<file path="src/rtl/cpu_types_pkg.sv">
// Shared CPU datapath types.
//   word_t  : 32-bit machine word
//   aluop_t : 4-bit ALU opcode
package cpu_types_pkg;

  typedef logic [31:0] word_t;

  typedef enum logic [3:0] {
    ALU_SLL  = 4'h0,
    ALU_SRL  = 4'h1,
    ALU_ADD  = 4'h2,
    ALU_SUB  = 4'h3,
    ALU_AND  = 4'h4,
    ALU_OR   = 4'h5,
    ALU_XOR  = 4'h6,
    ALU_NOR  = 4'h7,
    ALU_SLT  = 4'h8,
    ALU_SLTU = 4'h9
  } aluop_t;

endpackage

</file>
<file path="src/rtl/fpga_io_pkg.sv">
// Board I/O types and constants for the ALU entry harness.
//   seq_state_t : operand/opcode entry sequence state (also shown on LEDs)
//   DEBOUNCE_CYCLES_DEF : 10 ms at 50 MHz
//   KEY_* : pushbutton indices
package fpga_io_pkg;

  typedef enum logic [2:0] {
    LOAD_A  = 3'd0,
    LOAD_B  = 3'd1,
    LOAD_OP = 3'd2,
    EXEC    = 3'd3,
    SHOW    = 3'd4
  } seq_state_t;

  localparam int unsigned DEBOUNCE_CYCLES_DEF = 500000;

  localparam int unsigned KEY_ENTER = 0;
  localparam int unsigned KEY_BACK  = 1;
  localparam int unsigned KEY_CLEAR = 3;

endpackage

</file>
<file path="src/rtl/key_debounce.sv">
// Single pushbutton conditioner: 2-flop synchroniser, stability counter and
// a one-cycle press pulse on the debounced released-to-pressed edge.
//   CLK    : system clock
//   nRST   : asynchronous active-low reset
//   key_n  : raw active-low pushbutton
//   press  : one-cycle pulse per accepted press
module key_debounce #(
  parameter int unsigned DEBOUNCE_CYCLES = 500000,
  parameter int unsigned CNT_W           = $clog2(DEBOUNCE_CYCLES + 1)
) (
  input  logic CLK,
  input  logic nRST,
  input  logic key_n,
  output logic press
);

  logic [1:0]       sync_q;
  logic             level_q;  // debounced level, 1 = released
  logic [CNT_W-1:0] cnt_q;
  logic             press_q;

  always_ff @(posedge CLK or negedge nRST) begin
    if (!nRST) begin
      sync_q  <= 2'b11;
      level_q <= 1'b1;
      cnt_q   <= '0;
      press_q <= 1'b0;
    end else begin
      sync_q  <= {sync_q[0], key_n};
      press_q <= 1'b0;
      if (sync_q[1] == level_q) begin
        cnt_q <= '0;
      end else if (cnt_q == CNT_W'(DEBOUNCE_CYCLES - 1)) begin
        level_q <= sync_q[1];
        cnt_q   <= '0;
        // Only the transition into the pressed (low) level generates a pulse.
        press_q <= ~sync_q[1];
      end else begin
        cnt_q <= cnt_q + 1'b1;
      end
    end
  end

  assign press = press_q;

endmodule

</file>
<file path="src/rtl/alu_input_seq.sv">
// Board-level ALU input stage. Synchronises switches, debounces the four
// keys, and steps through A -> B -> opcode -> execute, capturing the ALU
// result and flags.
//   CLK, nRST        : clock, async active-low reset
//   sw[16:0]         : raw switches, [15:0] data, [16] sign extension bit
//   key_n[3:0]       : raw active-low keys, [0] enter [1] back [3] clear
//   alu_out, alu_*   : combinational ALU result and flags
//   portA/portB/aluop: ALU operands and opcode
//   exec             : high for the single EXEC cycle
//   result, flags    : captured ALU output, flags = {of, zero, neg}
//   stage            : state encoding for LEDs
//   disp_word        : word for the hex displays
module alu_input_seq
  import cpu_types_pkg::*;
  import fpga_io_pkg::*;
#(
  parameter int unsigned DEBOUNCE_CYCLES = DEBOUNCE_CYCLES_DEF,
  parameter int unsigned CNT_W           = $clog2(DEBOUNCE_CYCLES + 1)
) (
  input  logic        CLK,
  input  logic        nRST,
  input  logic [16:0] sw,
  input  logic [3:0]  key_n,
  input  word_t       alu_out,
  input  logic        alu_neg,
  input  logic        alu_zero,
  input  logic        alu_of,
  output word_t       portA,
  output word_t       portB,
  output aluop_t      aluop,
  output logic        exec,
  output word_t       result,
  output logic [2:0]  flags,
  output logic [2:0]  stage,
  output word_t       disp_word
);

  logic [16:0] sw_meta_q, sw_sync_q;
  logic [3:0]  press;
  word_t       sext;

  seq_state_t  state_q;
  word_t       port_a_q, port_b_q, result_q;
  aluop_t      aluop_q;
  logic [2:0]  flags_q;
  logic        exec_q;

  logic        ev_clear, ev_back, ev_enter;
  logic        unused_press;

  always_ff @(posedge CLK or negedge nRST) begin
    if (!nRST) begin
      sw_meta_q <= '0;
      sw_sync_q <= '0;
    end else begin
      sw_meta_q <= sw;
      sw_sync_q <= sw_meta_q;
    end
  end

  for (genvar k = 0; k < 4; k++) begin : g_key
    key_debounce #(
      .DEBOUNCE_CYCLES(DEBOUNCE_CYCLES),
      .CNT_W          (CNT_W)
    ) u_key_debounce (
      .CLK  (CLK),
      .nRST (nRST),
      .key_n(key_n[k]),
      .press(press[k])
    );
  end

  // Key 2 has no function; it is conditioned only.
  assign unused_press = press[2];

  assign sext     = {{16{sw_sync_q[16]}}, sw_sync_q[15:0]};
  assign ev_clear = press[KEY_CLEAR];
  assign ev_back  = press[KEY_BACK];
  assign ev_enter = press[KEY_ENTER];

  always_ff @(posedge CLK or negedge nRST) begin
    if (!nRST) begin
      state_q  <= LOAD_A;
      port_a_q <= '0;
      port_b_q <= '0;
      aluop_q  <= ALU_SLL;
      result_q <= '0;
      flags_q  <= '0;
      exec_q   <= 1'b0;
    end else begin
      exec_q <= 1'b0;
      if (ev_clear) begin
        // Clear wins over everything, including a pending EXEC capture.
        state_q  <= LOAD_A;
        port_a_q <= '0;
        port_b_q <= '0;
        aluop_q  <= ALU_SLL;
        result_q <= '0;
        flags_q  <= '0;
      end else begin
        unique case (state_q)
          LOAD_A: begin
            if (!ev_back && ev_enter) begin
              port_a_q <= sext;
              state_q  <= LOAD_B;
            end
          end
          LOAD_B: begin
            if (ev_back) begin
              state_q <= LOAD_A;
            end else if (ev_enter) begin
              port_b_q <= sext;
              state_q  <= LOAD_OP;
            end
          end
          LOAD_OP: begin
            if (ev_back) begin
              state_q <= LOAD_B;
            end else if (ev_enter) begin
              aluop_q <= aluop_t'(sw_sync_q[3:0]);
              state_q <= EXEC;
              exec_q  <= 1'b1;
            end
          end
          EXEC: begin
            result_q <= alu_out;
            flags_q  <= {alu_of, alu_zero, alu_neg};
            state_q  <= SHOW;
          end
          SHOW: begin
            if (ev_back) begin
              state_q <= LOAD_OP;
            end else if (ev_enter) begin
              state_q <= LOAD_A;
            end
          end
          default: state_q <= LOAD_A;
        endcase
      end
    end
  end

  always_comb begin
    disp_word = result_q;
    unique case (state_q)
      LOAD_A, LOAD_B: disp_word = sext;
      LOAD_OP:        disp_word = {28'b0, sw_sync_q[3:0]};
      default:        disp_word = result_q;
    endcase
  end

  assign portA  = port_a_q;
  assign portB  = port_b_q;
  assign aluop  = aluop_q;
  assign exec   = exec_q;
  assign result = result_q;
  assign flags  = flags_q;
  assign stage  = state_q;

endmodule

</file>
<file path="config.mk">
export PLATFORM = sky130hd
export DESIGN_NAME = alu_input_seq
export DESIGN_NICKNAME = d
export VERILOG_FILES = /design/src/rtl/cpu_types_pkg.sv /design/src/rtl/fpga_io_pkg.sv /design/src/rtl/key_debounce.sv /design/src/rtl/alu_input_seq.sv
export SDC_FILE = /design/constraint.sdc
export NUM_CORES = 1
export LEC_CHECK = 0
export BUFFER_PORTS_ARGS = -buffer_cell sky130_fd_sc_hd__clkbuf_2
export CORE_MARGIN = 10
export CORE_UTILIZATION = 48
export DETAILED_ROUTE_END_ITERATION = 10
export PLACE_DENSITY = 0.76
export SLEW_MARGIN = 10
export SYNTH_ARGS = -nofsm -noshare
export SYNTH_HDL_FRONTEND = slang
export SYNTH_SLANG_ARGS = --single-unit
</file>
<file path="constraint.sdc">
create_clock -name CLK -period 2.1 [get_ports CLK]
set_clock_uncertainty 0.05 [all_clocks]
set_input_delay 0.21 -clock CLK [delete_from_list [all_inputs] [get_ports CLK]]
set_output_delay 0.21 -clock CLK [all_outputs]
set_load 0.05 [all_outputs]
</file>
==> reports/results.ini <==
[global_route]
antenna_found_initial=0
grt_pass1_vias=6304
grt_start_max_net_pins=63
grt-ovfl-total=0
track_usage_pct=20.02
grt_pass1_wl_mm=34.62

[critical_path]
crit_family=flip-flops
cp_slowest_cell=dfrtp_2
crit_path_start_kind=flop
crit_fanout=8
regToRegSetupSlack_ns=0.13
worstSetupPathType=reg -> out
worstPathCellList=nor2_2 > buf_6 > and2_2 > buf_6 > a21o_1 > buf_12
crit_top_cell=buf_6
cp-end-kind=output pin
critical-path-max-stage-delay_ns=0.47
critPathBufInv=3
worst-endpoint-required_ns=1.84
arrival_ns=1.81

[synth]
synth_cell_types=42
syn_area_um2=7564
synth-edff-count=0
synth_ff_type=dfrtp_1
synthArstFlopShare_pct=100.0
ys_seq_elements=180
synth_top_area_share_pct=56.58
synthesis.instances=688
yosysTopAreaCell=dfrtp_1
synth_area_leaders=dfrtp_1 57%, a22o_1 5.4%, nand2_1 4.6%, xnor2_1 3.4%, a21oi_1 3.3%
syn-num-nets=749
synth.avg_cell_area_um2=10.99
ys_warn_count=0
ys_seq_area_share_pct=59.70

[finish]
postLayoutCellArea_um2=10390
nets=993
syn_to_final_growth_pct=37.30
num_antenna_cells=0
drive_above_1_share_pct=32.73
most-common-layout-cells=168 x dfrtp_1, 166 x clkbuf_2, 91 x nand2_1
layout_commonest_cell=dfrtp_1

[clock_tree]
clock-sinks=180
cts_tree=yes
cts_max_path_buffers=2
htree_num_levels=4
clk_pin_slew_ns=0.07
root_buffer=clkbuf_16
worst_skew_pair.late_latency_ns=0.43
cts_buffers=17

[status]
status=complete, no violations

[min_path]
hold_path.class=in -> reg

[timing]
worst_slew_pin_slew_ns=0.5464
hold_viol=0
rsz0062_at_grt=yes
drv_slew=0
finalCriticalPeriod_ns=2.075
timing.fmax_mhz=482.0
finalCritPeriodShare_pct=98.80
finalSetupViolCount=0
relSlewSlack_pct=63.17

[power]
p_clk_share_pct=43.6
p_comb_share_pct=7.8
ir_drop_mv=0.5832
power.share.switching_pct=23.85
p_per_area_nw_per_um2=706.1
seqPwrFrac_pct=48.6
leakagePower_nw=4.957
total_power_mw=7.332
power.internal_mw=5.584
netSwitchingPower_mw=1.749

[placement]
io_buffers=195
postPlaceCellArea_um2=9160
hpwlAfterDp_mm=14.65
gp_congestion=0.8732

[floorplanning]
dieArea_um2=21180
die_h_um=145.5
core-area_um2=15310
initial_utilization_pct=49.39
ios=197
rows=45
die_w_um=145.5

[detailed_routing]
avgRoutedWirePerCell_um=18.58
drt-total-wl_mm=21.46
drt_iter0_markers=404
remaining_drc_errors=0
vias=6187
route.antenna.remaining_nets=0
avgViaCountPerCell=5.357
drt_pass1_iterations=5

[flow_run]
maxCapViolCount=0

## flip-flops by register name, summed over array words and instances, names as in the netlist
signal / flops
g_key.u_key_debounce.cnt_q: 57
result: 32
portA: 17
portB: 17
sw_meta_q: 17
sw_sync_q: 17
g_key.u_key_debounce.sync_q: 6
aluop: 4
flags: 3
g_key.u_key_debounce.level_q: 3
g_key.u_key_debounce.press: 3
stage: 3
exec: 1
## worst reg2reg max path: cells and delay by family, from the launching register on
kind / cells / cell delay (ns)
AND/OR/NAND/NOR: 3 / 0.95
flip-flops: 1 / 0.38
multiplexers: 1 / 0.28
adder cells (fa/ha/maj): 1 / 0.23
## cell type report
cell class                 count  area (µm²)
clock buffer                  17       425.4
clock inverter                14       170.2
fill                        1099        4930
inverter                       7       26.28
multi-input combinational    440        2706
sequential                   180        4519
tap                          211       264.0
timing repair buffer         286        2273
## power by group through the flow
stage | clock network [mW] | logic [mW] | registers [mW]
3_3_place_gp | 0 | 0.486 | 3.63
4_1_cts | 3.23 | 0.575 | 3.56
6_report | 3.20 | 0.572 | 3.57
2_1_floorplan | 0 | 0.193 | 3.62
3_5_place_dp | 0 | 0.490 | 3.63
5_1_grt | 3.39 | 0.611 | 3.57
## cell families after synthesis
family	share of synthesized area [%]
simple gates	16.26
flops	59.70
compound gates	12.26
buf+inv	4.963
xor+xnor	4.748
mux	1.572
fa+ha+maj	0.4963
## metal layers
| metal | track usage [%] | vias up | part of all wire, % |
|---|---|---|---|
| met3 | 5.309 | 41 | 7.3 |
| met4 | 6.926 | 0 | 2.5 |
| met1 | 24.01 | 3030 | 40 |
| met2 | 34.05 | 254 | 51 |
| li1 | - | 2862 | - |
| met5 | 0 | - | 0 |
## synth_stat cells, types with 12 or more instances
cell      number
nand3_1       23
nor2_1        57
nor3_1        12
nand4_1       13
clkbuf_1      25
buf_4         30
nand2_1       92
dfrtp_1      171
a22o_1        47
xnor2_1       29
xor2_1        12
a21o_1        16
a21oi_1       50
## repair_timing
item | 4_1_cts | 5_1_grt
gates cloned | 0 | 1
buffers inserted | 2 | 5
gates resized for setup | 5 | 6
setup endpoints to repair | 32 | 33
hold endpoints to repair | 88 | 0
hold buffers | 54 | 0
## path summary, 6_finish.rpt
kind	depth (start not counted)	end	from
max in group asynchronous	3	g_key[3].u_key_debounce.sync_q[1]$_DFF_PN1_	nRST
min	2	result[8]$_DFFE_PN0P_	alu_out[8]
min reg2reg	0	sw_sync_q[6]$_DFF_PN0_	sw_meta_q[6]$_DFF_PN0_
min in group asynchronous	2	result[7]$_DFFE_PN0P_	nRST
max	6	disp_word[16]	stage[1]$_DFFE_PN0P_
max reg2reg	5	g_key[0].u_key_debounce.level_q$_DFFE_PN1P_	g_key[0].u_key_debounce.cnt_q[0]$_DFF_PN0_
## stage by stage
step | std cells | hold slack (ns) | TNS, ns | util [%] | setup WS, ns
2_1_floorplan | 688 | -0.1356 | 0 | - | 0.006405
3_3_place_gp | 1062 | 0.08614 | 0 | 59.81 | 0.2013
3_5_place_dp | 1062 | 0.08540 | 0 | 59.81 | 0.1669
4_1_cts | 1149 | 0.002359 | 0 | 67.45 | 0.03049
5_1_grt | 1155 | 0.0005920 | -0.1430 | 67.81 | -0.02931
6_report | 1155 | 0.008191 | 0 | 67.81 | 0.02518
Power figures use the tool's default switching activity.
